$ cat config.mk
export PLATFORM = sky130hd
export DESIGN_NAME = ahb_tcm_slave
export DESIGN_NICKNAME = d
export VERILOG_FILES = /design/src/rtl/cpu_pkg.sv /design/src/rtl/ahb_wbuf.sv /design/src/rtl/ahb_tcm_slave.sv
export SDC_FILE = /design/constraint.sdc
export NUM_CORES = 1
export LEC_CHECK = 0
export ABC_AREA = 1
export CORE_MARGIN = 2
export CORE_UTILIZATION = 35
export DETAILED_ROUTE_END_ITERATION = 10
export SETUP_SLACK_MARGIN = 0.1
export SLEW_MARGIN = 20
export SYNTH_ARGS = -nofsm -noshare
export SYNTH_HDL_FRONTEND = slang
export SYNTH_SLANG_ARGS = --single-unit
export TNS_END_PERCENT = 1
$ cat constraint.sdc
create_clock -name clk -period 2.3 [get_ports clk]
set_input_delay 0.345 -clock clk [delete_from_list [all_inputs] [get_ports clk]]
set_output_delay 0.345 -clock clk [all_outputs]
set_load 0.1 [all_outputs]
$ cat src/rtl/cpu_pkg.sv
// Shared AHB-Lite encodings, the TCM slave state type and transfer-decode helpers.
// Byte lanes are big-endian: address offset 0 maps to bits [31:24] (byte enable bit 3).
package cpu_pkg;

  localparam logic [1:0] AHB_IDLE   = 2'b00;
  localparam logic [1:0] AHB_BUSY   = 2'b01;
  localparam logic [1:0] AHB_NONSEQ = 2'b10;
  localparam logic [1:0] AHB_SEQ    = 2'b11;

  localparam logic [2:0] HSIZE_B = 3'b000;
  localparam logic [2:0] HSIZE_H = 3'b001;
  localparam logic [2:0] HSIZE_W = 3'b010;

  localparam logic AHB_OKAY  = 1'b0;
  localparam logic AHB_ERROR = 1'b1;

  typedef enum logic [1:0] {
    S_IDLE,
    S_RD_WAIT,
    S_ERR1,
    S_ERR2
  } AhbSlvState;

  // Oversized transfers and misaligned halfwords/words are rejected.
  function automatic logic ahb_legal(input logic [2:0] size, input logic [1:0] a);
    logic ok;
    ok = 1'b1;
    if (size > HSIZE_W) ok = 1'b0;
    else if (size == HSIZE_H && a[0]) ok = 1'b0;
    else if (size == HSIZE_W && a != 2'b00) ok = 1'b0;
    return ok;
  endfunction

  function automatic logic [3:0] ahb_be(input logic [2:0] size, input logic [1:0] a);
    logic [3:0] be;
    case (size)
      HSIZE_B: be = 4'b1000 >> a;
      HSIZE_H: be = a[1] ? 4'b0011 : 4'b1100;
      HSIZE_W: be = 4'b1111;
      default: be = 4'b0000;
    endcase
    return be;
  endfunction

endpackage

$ cat src/rtl/ahb_wbuf.sv
// One-entry posted write buffer: load wins over drain, reads see buffered bytes merged over SRAM data.
// Load/drain take effect at the clock edge; the merge path is purely combinational.
module ahb_wbuf
  import cpu_pkg::*;
#(
  parameter int AW = 18
) (
  input  logic          clk,
  input  logic          rst,
  input  logic          load,
  input  logic          drain,
  input  logic [AW-1:0] ld_addr,
  input  logic [3:0]    ld_be,
  input  logic [31:0]   ld_data,
  input  logic [AW-3:0] rd_word,
  input  logic [31:0]   rd_q,
  output logic [31:0]   merged,
  output logic          buf_vld,
  output logic [AW-1:0] buf_addr,
  output logic [3:0]    buf_be,
  output logic [31:0]   buf_data
);

  logic hit;

  assign hit = buf_vld && (buf_addr[AW-1:2] == rd_word);

  always_comb begin
    merged = rd_q;
    for (int i = 0; i < 4; i++) begin
      if (hit && buf_be[i]) merged[8*i +: 8] = buf_data[8*i +: 8];
    end
  end

  always_ff @(posedge clk) begin
    if (rst) begin
      buf_vld  <= 1'b0;
      buf_addr <= '0;
      buf_be   <= '0;
      buf_data <= '0;
    end else if (load) begin
      buf_vld  <= 1'b1;
      buf_addr <= ld_addr;
      buf_be   <= ld_be;
      buf_data <= ld_data;
    end else if (drain) begin
      buf_vld  <= 1'b0;
    end
  end

endmodule

$ cat src/rtl/ahb_tcm_slave.sv
// AHB-Lite slave in front of a synchronous single-port SRAM; writes are posted (zero wait), reads take 1+RD_WS cycles.
// HREADYOUT drops for RD_WS read waits, one cycle when a read meets a full write buffer, and in the first ERROR cycle.
module ahb_tcm_slave
  import cpu_pkg::*;
#(
  parameter int AW    = 18,
  parameter int RD_WS = 0
) (
  input  logic          clk,
  input  logic          rst,
  input  logic          HSEL,
  input  logic [31:0]   HADDR,
  input  logic [1:0]    HTRANS,
  input  logic          HWRITE,
  input  logic [2:0]    HSIZE,
  input  logic [31:0]   HWDATA,
  input  logic          HREADY,
  output logic          HREADYOUT,
  output logic          HRESP,
  output logic [31:0]   HRDATA,
  output logic          mem_sel,
  output logic          mem_wr,
  output logic [AW-1:0] mem_a,
  output logic [3:0]    mem_be,
  output logic [31:0]   mem_d,
  input  logic [31:0]   mem_q
);

  AhbSlvState    state, state_nxt;
  logic [1:0]    cnt, cnt_nxt;
  logic          dp_rd, dp_wr;
  logic [AW-1:0] dp_addr;
  logic [3:0]    dp_be;
  logic [31:0]   hrdata_q;

  logic          legal_now, accept, rd_issue, ill_issue, wr_accept;
  logic          stall, load, drain, rd_now, rd_done;
  logic [3:0]    be_now;
  logic [31:0]   merged;
  logic          buf_vld;
  logic [AW-1:0] buf_addr;
  logic [3:0]    buf_be;
  logic [31:0]   buf_data;
  logic          unused_ok;

  assign unused_ok = ^{HADDR[31:AW], HTRANS[0]};

  assign legal_now = ahb_legal(HSIZE, HADDR[1:0]);
  assign be_now    = ahb_be(HSIZE, HADDR[1:0]);
  assign accept    = !rst && HSEL && HTRANS[1] && HREADY;
  assign rd_issue  = accept && !HWRITE && legal_now;
  assign wr_accept = accept && HWRITE && legal_now;
  assign ill_issue = accept && !legal_now;

  // A legal read arriving while a write data phase would reload a full buffer
  // leaves no SRAM slot to drain the old entry, so hold the bus for one cycle.
  // Computed without HREADY so the bus ready mux cannot close a loop.
  assign stall = !rst && dp_wr && buf_vld && HSEL && HTRANS[1] && !HWRITE && legal_now;

  assign load = !rst && dp_wr && HREADY;
  // Draining is held off during read waits so mem_q stays stable until captured.
  assign drain   = !rst && buf_vld && !rd_issue && (state != S_RD_WAIT);
  assign rd_now  = dp_rd && (state == S_IDLE) && (RD_WS == 0);
  assign rd_done = (state == S_RD_WAIT) && (cnt <= 2'd1);

  ahb_wbuf #(.AW(AW)) u_wbuf (
    .clk      (clk),
    .rst      (rst),
    .load     (load),
    .drain    (drain),
    .ld_addr  (dp_addr),
    .ld_be    (dp_be),
    .ld_data  (HWDATA),
    .rd_word  (dp_addr[AW-1:2]),
    .rd_q     (mem_q),
    .merged   (merged),
    .buf_vld  (buf_vld),
    .buf_addr (buf_addr),
    .buf_be   (buf_be),
    .buf_data (buf_data)
  );

  assign mem_sel = rd_issue || drain;
  assign mem_wr  = drain;
  assign mem_a   = rd_issue ? HADDR[AW-1:0] : buf_addr;
  assign mem_be  = rd_issue ? be_now : buf_be;
  assign mem_d   = buf_data;

  assign HRDATA = rd_now ? merged : hrdata_q;

  always_comb begin
    state_nxt = state;
    cnt_nxt   = cnt;
    HREADYOUT = 1'b1;
    HRESP     = AHB_OKAY;
    case (state)
      S_IDLE, S_ERR2: begin
        if (state == S_ERR2) HRESP = AHB_ERROR;
        if (stall) HREADYOUT = 1'b0;
        state_nxt = S_IDLE;
        if (ill_issue) begin
          state_nxt = S_ERR1;
        end else if (rd_issue && RD_WS > 0) begin
          state_nxt = S_RD_WAIT;
          cnt_nxt   = 2'(RD_WS);
        end
      end
      S_RD_WAIT: begin
        HREADYOUT = 1'b0;
        cnt_nxt   = cnt - 2'd1;
        if (rd_done) begin
          state_nxt = S_IDLE;
          cnt_nxt   = 2'd0;
        end
      end
      S_ERR1: begin
        HREADYOUT = 1'b0;
        HRESP     = AHB_ERROR;
        state_nxt = S_ERR2;
      end
      default: state_nxt = S_IDLE;
    endcase
  end

  always_ff @(posedge clk) begin
    if (rst) begin
      state    <= S_IDLE;
      cnt      <= 2'd0;
      dp_rd    <= 1'b0;
      dp_wr    <= 1'b0;
      dp_addr  <= '0;
      dp_be    <= '0;
      hrdata_q <= '0;
    end else begin
      state <= state_nxt;
      cnt   <= cnt_nxt;
      if (HREADY) begin
        dp_rd <= rd_issue;
        dp_wr <= wr_accept;
        if (accept) begin
          dp_addr <= HADDR[AW-1:0];
          dp_be   <= be_now;
        end
      end
      if (rd_now || rd_done) hrdata_q <= merged;
    end
  end

endmodule
==> out/summary.txt, run 1 <==
Die X: 131 µm
Worst slew pin tran: 566 ps
Worst path required time: 1960 ps
FF+latch count, synth: 115
Ranking of synthesized cells by area: dfxtp_1 41%, nand2_1 13%, o21ai_0 11%
Cell taking the most area after synthesis: dfxtp_1
GPL Wtd Cong: 0.797
Drt via density: 4.82
Antenna diodes: 0
Syn_area_per_cell: 6.75 µm²
Sw frac: 25.3%
Slowest cell on the critical path: dfxtp_2
Switching pwr: 1.35 mW
CP top delay family: simple AND/OR/NAND/NOR gates
DP HPWL: 12300 µm
Max-slew violation count: 0
Starting Density: 35.7%
Combinational share of power: 12.4%
Syn Nets: 952
Setup Skew: 8.00 ps
Boundary Pins: 196
Input/output buffers: 180
Worst vdd ir: 0.000548 V
Cell count after synthesis: 841
Initial antenna violation count: 0
Worst Hold Class: register to register
Slew margin rel.: 62.3%
Ys Warns: 0
CP arrival: 2270 ps
Crit path capture type: primary output
Clock transition at the registers of the reported paths: 60 ps
CP Max Fanout: 8
Pre-CTS WS: -234 ps
Clk_lat worst skew: 410 ps
Syn Std Cell Area: 5670 µm²
Total die area: 17200 µm²
RSZ-0062 raised after global routing: yes
Final setup margin: -315 ps
DR vias: 6076
Post-synthesis cell type count: 28
Seq pwr share: 38.1%
CTS H-tree depth: 4
Max cap viols: 0
Vias in the first global route: 5753
Clock Power Share: 49.5%
Reg-to-Reg Start: dp_addr[14]$_SDFFE_PP0P_
Min-delay src: dp_addr[1]$_SDFFE_PP0P_
Startpoint Class: register
Layout cells sized above 1: 28.4%
Cell Pwr Density: 569 nW/µm²
Final hold viol count: 0
Clk sink count: 115
Setup Total Neg Slack: -9260 ps
Global-route wire length before repair: 28800 µm
Post-DRT Antenna Nets: 0
CTS tree: built
DR iter-0 viols: 305
CORE AREA: 15900 µm²
Nets: 1142
Total Routed Length: 17500 µm
CP Cell Sequence: inv_2 > nand2_1 > nand2_2 > nor2_2 > nand2_2 > nor2_4 > nand4_4 > nand2_2 > nand2_2 > o21ai_2 > buf_12
Worst setup path category: register to primary output
Most used cell, CP: nand2_2
Worst Path Buf+Inv: 2
DRC: 0
Layout Utilization: 59.1%
Clock tree buffer depth: 2
Die height: 131 µm
CP startpoint: u_wbuf.buf_addr[9]$_SDFFE_PP0P_
Failing checks: setup timing
Initial DRT Pass Iterations: 4
Seq/Total Area, Yosys: 40.6%
Rows: 46
Final min period: 2620 ps
Fin crit share: 114%
Root Buffer: clkbuf_16
Final setup fails: 54
Synth top area share: 40.6%
Routed WL per cell: 13.9 µm
Leak pwr: 3.88 nW
Cts bufs inserted: 17
Grt ovf: 0
Fmax: 0.382 GHz
Critical path's largest stage delay: 340 ps
Largest net degree at the start of global routing: 113
Tot GR Track Use: 20.4%
Internal: 3.99 mW
Area grow syn2layout: 65.4%
Hold slack: 459 ps
Outcome: finished, violations left
-- what timing repair did --
item | 4_1_cts | 5_1_grt
endpoints found under the setup margin | 57 | 57
pin swaps | 15 | 38
gates cloned | 0 | 0
hold buffers | 0 | 0
buffers inserted | 3 | 9
resized for setup | 33 | 56
-- logic make-up after synthesis --
logic type | Yosys count | synth area share, %
DFF | 115 | 40.6
AOI/OAI and AO/OA | 265 | 23.8
adders and majority gates | 5 | 1.10
and+or+nand+nor | 278 | 22.0
buffers and inverters | 178 | 12.6
-- path summary, 6_finish.rpt --
path,endpoint,slack (ps),cells past startpoint
setup / recovery,HRDATA[21],-320,11
hold / removal,u_wbuf.buf_addr[1]$_SDFFE_PP0P_,460,2
setup reg to reg,hrdata_q[22]$_SDFFE_PP0P_,470,13
hold reg to reg,u_wbuf.buf_addr[1]$_SDFFE_PP0P_,460,2
-- cell usage in the layout, fill, tap and decap left out, types with 25 or more instances in the layout --
cell type,count
nand4_1,35
buf_4,70
o21ai_0,115
buf_12,64
o21ai_2,42
nand2_2,26
nand3_1,25
dfxtp_1,100
nand2_1,164
clkdlybuf4s50_1,87
a21oi_1,91
inv_1,105
-- stage by stage --
stage	cells	power, mW	area (µm²)
2_1_floorplan	841	2.39	5790
3_3_place_gp	1216	2.70	8440
3_5_place_dp	1216	2.70	8440
4_1_cts	1251	5.37	9190
5_1_grt	1260	5.52	9390
6_report	1260	5.34	9390
-- power by group through the flow --
stage / logic, mW / clock network, mW / registers, mW
5_1_grt: 0.719 / 2.77 / 2.04
3_5_place_dp: 0.623 / 0 / 2.08
4_1_cts: 0.650 / 2.68 / 2.03
2_1_floorplan: 0.303 / 0 / 2.09
3_3_place_gp: 0.621 / 0 / 2.07
6_report: 0.665 / 2.65 / 2.03
-- cells in the mapped netlist --
master and number:
nand2_1 192, nor2_1 11, o21ai_0 125, nand4_1 35, a21oi_2 1, nand4_2 4, nor3_4 2, clkbuf_1 39
o21ai_1 40, nor2_2 4, dfxtp_1 115, a21oi_1 93, nor3_1 1, buf_2 9, nor4_1 1, a31oi_1 1
o31ai_1 1, nor3_2 1, nand3_1 25, inv_2 3, inv_1 121, o21ai_2 4, buf_4 1, buf_6 4
or2_2 1, buf_1 1, nand2_2 1, ha_1 5
-- sequential cells by signal, indices dropped and copies added, names as in the netlist --
| register | flops |
|---|---|
| state | 2 |
| u_wbuf.buf_be | 4 |
| dp_be | 4 |
| dp_addr | 18 |
| dp_wr | 1 |
| u_wbuf.buf_vld | 1 |
| u_wbuf.buf_addr | 18 |
| dp_rd | 1 |
| hrdata_q | 32 |
| cnt | 2 |
| u_wbuf.buf_data | 32 |
-- area by class of cell --
cell class                 count  area, µm²
timing repair buffer         225       2730
multi-input combinational    548       3010
inverter                     124        465
clock buffer                  20        467
tap                          216        270
fill                        1504       6500
clock inverter                12        131
sequential                   115       2320
-- per-layer routing --
layer	part of all wire, %	track usage [%]
met2	48	34.2
met4	1.9	7.43
met5	0	0
met3	4.5	3.94
met1	46	26.3
-- tightest hold or removal path: stages (launching register included) --
cell and delay (ps):
dfxtp_1 320, nand2_1 50, o21ai_0 50
Note: power is estimated with default switching activity, not from simulation.
==> inputs of run 2 (changes only) <==
--- a/config.mk
+++ b/config.mk
@@ -9,6 +9,7 @@
 export CORE_MARGIN = 2
 export CORE_UTILIZATION = 35
 export DETAILED_ROUTE_END_ITERATION = 10
+export REMOVE_ABC_BUFFERS = 1
 export SETUP_SLACK_MARGIN = 0.1
 export SLEW_MARGIN = 20
 export SYNTH_ARGS = -nofsm -noshare
==> run 2 against run 1 <==
Effect of this change:
- the flow still finishes with violations (setup timing)
- clock power down 7.9%
- fmax grew 2.1%
- sequential share of layout area fell by 0.20 points
- register-to-register slack hardly changed
- first-iteration DRC count up 18%
- largest cell class unchanged
==> out/summary.txt, run 2 (synthesis results as in run 1) <==
Outcome: finished, violations left
Failing checks: setup timing
Routed WL per cell: 14.3 µm
Total Routed Length: 18200 µm
GPL Wtd Cong: 0.766
Layout cells sized above 1: 26.8%
Initial DRT Pass Iterations: 4
Vias in the first global route: 5553
Max-slew violation count: 0
Largest regs: hrdata_q: 32 flops, u_wbuf.buf_data: 32 flops
Fill count: 1471
Clk_lat worst skew: 410 ps
Tot GR Track Use: 20.3%
Commonest non-fill, non-tap cell in the layout: nand2_1
DRC: 0
Cell Pwr Density: 545 nW/µm²
Leak pwr: 3.93 nW
Final setup fails: 56
Cells on worst reg2reg path: 8
Max cap viols: 0
DR iter-0 viols: 361
DR vias: 6111
Worst Hold Class: register to register
CP Cell Sequence: inv_2 > a21oi_4 > buf_4 > nand2_1 > nor2_1 > nand2_1 > nor2_4 > buf_12 > clkbuf_16 > nand4_1 > nand2_1 > o21ai_1 > clkbuf_16
Fin crit share: 111%
Clock transition at the registers of the reported paths: 50 ps
Worst slew pin tran: 451 ps
Total die area: 17200 µm²
Hold Path Cell Cnt: 2
Grt ovf: 0
Most frequent cells in the layout: 172 x nand2_1, 120 x o21ai_0, 107 x inv_1
Placed Cells: 1216
Die height: 131 µm
Global-route wire length before repair: 28400 µm
CP arrival: 2220 ps
Fmax: 0.391 GHz
DP HPWL: 11600 µm
Startpoint Class: register
Initial antenna violation count: 0
Rows: 46
Levels on crit path: 13
Setup Skew: 8.26 ps
Clock tree buffer depth: 2
Post-DRT Antenna Nets: 0
Slowest cell on the critical path: dfxtp_2
Worst Path Buf+Inv: 5
Boundary Pins: 196
Area grow syn2layout: 66.6%
Input/output buffers: 180
Worst setup path category: register to primary output
RSZ-0062 raised after global routing: yes
CORE AREA: 15900 µm²
Root Buffer: clkbuf_16
Nets: 1150
Clk sink count: 115
Final min period: 2560 ps
Drt via density: 4.83
Final non-filler cell total: 1266
Slew margin rel.: 69.9%
Starting Density: 35.7%
Total chip power: 5.15 mW
Final setup margin: -260 ps
CP top delay family: buffers and inverters
Final hold viol count: 0
CP Max Fanout: 8
Die X: 131 µm
Layout Utilization: 59.5%
Crit path capture type: primary output
Cts bufs inserted: 17
Most used cell, CP: nand2_1
CTS tree: built
Worst path required time: 1960 ps
Hold slack: 459 ps
Critical path's largest stage delay: 340 ps
Worst vdd ir: 0.000548 V
Antenna diodes: 0
CTS H-tree depth: 4
Largest net degree at the start of global routing: 96
run 2: what timing repair did:
action,4_1_cts,5_1_grt
pin swaps,18,25
endpoints found under the setup margin,57,57
hold buffers,0,0
buffers inserted,8,7
gates cloned,0,5
resized for setup,72,38
run 2: where the power goes:
part | total [mW] | switching, mW | internal (mW)
clock network | 2.44 | 0.889 | 1.55
registers | 2.04 | 0.0131 | 2.02
logic | 0.677 | 0.370 | 0.307
total | 5.15 | 1.27 | 3.88
run 2: final timing paths:
check / endpoint / slack (ps) / startpoint
min reg2reg: u_wbuf.buf_addr[0]$_SDFFE_PP0P_ / 460 / dp_addr[0]$_SDFFE_PP0P_
min: u_wbuf.buf_addr[0]$_SDFFE_PP0P_ / 460 / dp_addr[0]$_SDFFE_PP0P_
max: HRDATA[25] / -260 / u_wbuf.buf_vld$_SDFFE_PP0P_
max reg2reg: hrdata_q[21]$_SDFFE_PP0P_ / 470 / state[0]$_SDFFE_PP0P_
run 2: tightest hold or removal path: stages (launching register included):
cell	delay [ps]
dfxtp_1	320
nand2_1	50
o21ai_0	50
run 2: area by class of cell:
class                      count  area [µm²]  share of cell area (%)
tap                          216         270                    2.86
clock buffer                  24         482                    5.09
sequential                   115        2320                    24.5
clock inverter                 6        55.1                   0.582
timing repair buffer         233        2920                    30.9
inverter                     124         465                    4.92
multi-input combinational    548        2950                    31.2
run 2: routing by layer:
metal  part of all wire, %  vias up  wire [µm]  GRT usage, %
li1                      -     3160          -             -
met2                    47      154       8450          32.1
met4                  0.93        0        169          5.62
met1                    47     2789       8560          27.5
met5                     0        -          0             0
met3                   5.4        8        977          5.36
run 2: through the flow:
stage                     area, µm²  TNS, ps  worst slack (ps)
after floorplan                5430  -152790             -1930
after global placement         8320    -4370              -191
after detailed placement       8320    -4740              -203
after CTS                      9160    -9810              -227
after global routing           9460   -18190              -392
final                          9460   -10270              -260
==> inputs of run 3 (changes only) <==
--- a/config.mk
+++ b/config.mk
@@ -14,5 +14,6 @@
 export SLEW_MARGIN = 20
 export SYNTH_ARGS = -nofsm -noshare
 export SYNTH_HDL_FRONTEND = slang
+export SYNTH_HIERARCHICAL = 1
 export SYNTH_SLANG_ARGS = --single-unit
 export TNS_END_PERCENT = 1
==> run 3 against run 2 <==
Effect of this change:
- the flow still finishes with violations (setup timing)
- combinational power grew 22%
- clock power about the same
- routed wire length increased by 8.4%
- die area grew 3.3%
- utilization decreased by 1.6 points
- flip-flop and latch count unchanged
- first-iteration DRC count increased by 29%
- sequential power hardly changed
==> out/summary.txt, run 3 <==
Largest net degree at the start of global routing: 60
Slowest cell on the critical path: dfxtp_4
Pre-CTS WS: -54.3 ps
DP HPWL: 13200 µm
Seq pwr share: 38.5%
Initial DRT Pass Iterations: 5
CTS H-tree depth: 4
Total chip power: 5.33 mW
WHS Endpoint: dp_rd$_SDFFE_PP0P_
Input/output buffers: 180
Cells on worst reg2reg path: 8
Fmax: 0.386 GHz
Tot GR Track Use: 22.5%
Outcome: finished, violations left
Largest regs: hrdata_q: 32 flops, u_wbuf/buf_data: 32 flops
Routed WL per cell: 14.6 µm
Worst Hold Class: input port to register
Starting Density: 35.6%
Final hold viol count: 0
Main synth FF type: dfxtp_1
Worst slew pin tran: 693 ps
Die X: 133 µm
Cts bufs inserted: 17
CP Cell Sequence: inv_2 > nand2_1 > nand2_1 > nor2_1 > nand2_2 > nor3_4 > buf_6 > clkbuf_16 > nand4_1 > nand2_1 > nand2_1 > nand2_2 > buf_12
Fin crit share: 113%
GPL Wtd Cong: 0.806
Crit path capture type: primary output
DRC: 0
Commonest non-fill, non-tap cell in the layout: nand2_1
Worst setup path category: register to primary output
DR iter-0 viols: 466
Max-slew violation count: 0
Seq/Total Area, Yosys: 39.2%
Setup Skew: 6.23 ps
Final setup fails: 32
Die height: 133 µm
Final setup margin: -292 ps
Leak pwr: 4.21 nW
Cell count after synthesis: 916
Post-synth EDFFs: 0
RSZ-0062 raised after global routing: yes
Switching pwr: 1.40 mW
Levels on crit path: 13
Initial antenna violation count: 0
Worst vdd ir: 0.000590 V
Startpoint Class: register
Synth top area share: 39.2%
Boundary Pins: 196
Sw frac: 26.3%
Rows: 47
Critical path's largest stage delay: 360 ps
Layout cells sized above 1: 26.0%
CP arrival: 2250 ps
Drt via density: 4.83
Vias in the first global route: 6215
Syn_area_per_cell: 6.41 µm²
Fin area: 9540 µm²
Cell taking the most area after synthesis: dfxtp_1
Min-delay src: HREADY
Ys async rst share: 0%
Ranking of synthesized cells by area: dfxtp_1 39%, nand2_1 22%, nor2_1 7.9%
Internal: 3.93 mW
Synth cell count leaders: 347 x nand2_1, 123 x nor2_1, 115 x dfxtp_1, 56 x o21ai_0, 49 x a21oi_1
Layout Utilization: 57.9%
Clock Power Share: 46.0%
Cell Area, Placed: 8470 µm²
Combinational share of power: 15.5%
Clk sink count: 115
Total die area: 17800 µm²
Slew margin rel.: 53.8%
Root Buffer: clkbuf_16
Cell Pwr Density: 559 nW/µm²
Reg-to-Reg Start: state[0]$_SDFFE_PP0P_
Most frequent cells in the layout: 282 x nand2_1, 119 x nor2_1, 97 x dfxtp_1
Failing checks: setup timing
Most numerous cell in the Yosys netlist: nand2_1
Max cap viols: 0
Post-synthesis cell type count: 28
CORE AREA: 16500 µm²
Nets: 1222
Worst Path Buf+Inv: 4
Ys Warns: 6
Fill count: 1576
Global-route wire length before repair: 31700 µm
Clk_lat worst skew: 420 ps
Grt ovf: 0
Area grow syn2layout: 62.5%
Hold Path Cell Cnt: 5
FF+latch count, synth: 115
Clock transition at the registers of the reported paths: 50 ps
Hold-fix buffers, CTS: 0
Total Routed Length: 19700 µm
CTS tree: built
Clock tree buffer depth: 2
Sequential Area: 2330 µm²
DR vias: 6489
CP top delay family: simple AND/OR/NAND/NOR gates
Post-DRT Antenna Nets: 0
Most used cell, CP: nand2_1
Syn Std Cell Area: 5870 µm²
Hold slack: 371 ps
CP Max Fanout: 8
Worst path required time: 1960 ps
Multi-input gate area: 3330 µm²
RR Endpoint: hrdata_q[26]$_SDFFE_PP0P_
Final min period: 2590 ps
Antenna diodes: 0
Reg2reg setup slack: 460 ps
run 3: changes by cell type after synthesis, sizes merged, moves of 7 or more:
cell,delta
a211oi,+14
nor2,+117
nand2,+157
nand3,+19
inv,-75
o21ai,-112
a21oi,-44
buf,+7
run 3: per-stage QoR:
stage          std cells  TNS [ps]
6_report            1344     -8040
3_5_place_dp        1298      -647
2_1_floorplan        860   -176310
4_1_cts             1337     -8010
5_1_grt             1344    -11980
3_3_place_gp        1298      -604
run 3: logic make-up after synthesis:
group	count (synthesis)	synth area share, %
compound gates	121	11.0
xor+xnor	1	0.149
fa+ha+maj	5	1.07
buf+inv	106	8.12
flops	115	39.2
simple gates	568	40.5
run 3: worst min-delay path, delay by kind of cell:
kind                   cells  cell delay [ps]
buffers and inverters      3              300
AND/OR/NAND/NOR            2              110
run 3: area by class of cell:
cell class,instances,area share [%]
Timing Repair Buffer,232,30.1
Clock inverter,4,0.210
Clock buffer,28,5.52
Inverter,50,1.97
Multi-Input combinational cell,695,34.9
Sequential cell,115,24.4
Tap cell,220,2.89
run 3: power by group through the flow:
stage | Clock [mW] | Sequential (mW) | Combinational [mW]
4_1_cts | 2.50 | 2.05 | 0.798
5_1_grt | 2.58 | 2.05 | 0.875
6_report | 2.45 | 2.05 | 0.824
2_1_floorplan | 0 | 2.09 | 0.337
3_3_place_gp | 0 | 2.09 | 0.719
3_5_place_dp | 0 | 2.09 | 0.719
run 3: layer usage:
metal / wire length, µm / track usage (%) / vias to the layer above / part of all wire [%]
met5: 0 / 0 / - / 0
met4: 318 / 8.51 / 0 / 1.6
met3: 947 / 4.38 / 24 / 4.8
met2: 9240 / 35.5 / 155 / 47
met1: 9190 / 30.4 / 2984 / 47
li1: - / - / 3326 / -
run 3: worst max-delay path by stage:
stage / start / to / slack (ps)
after floorplan: rst / u_wbuf/buf_addr[6]$_SDFFE_PP0P_ / -2680
after global placement: HADDR[1] / mem_a[0] / -60
after detailed placement: HADDR[1] / mem_a[0] / -50
after CTS: dp_addr[2]$_SDFFE_PP0P_ / HRDATA[5] / -290
after global routing: u_wbuf/buf_addr[9]$_SDFFE_PP0P_ / HRDATA[31] / -420
final: u_wbuf/buf_addr[9]$_SDFFE_PP0P_ / HRDATA[25] / -290
run 3: repair_timing:
action                     4_1_cts  5_1_grt
gates resized for setup         97       33
pin swaps                       14       24
setup endpoints to repair       57       57
cloned                           2        2
buffers inserted                 5        5
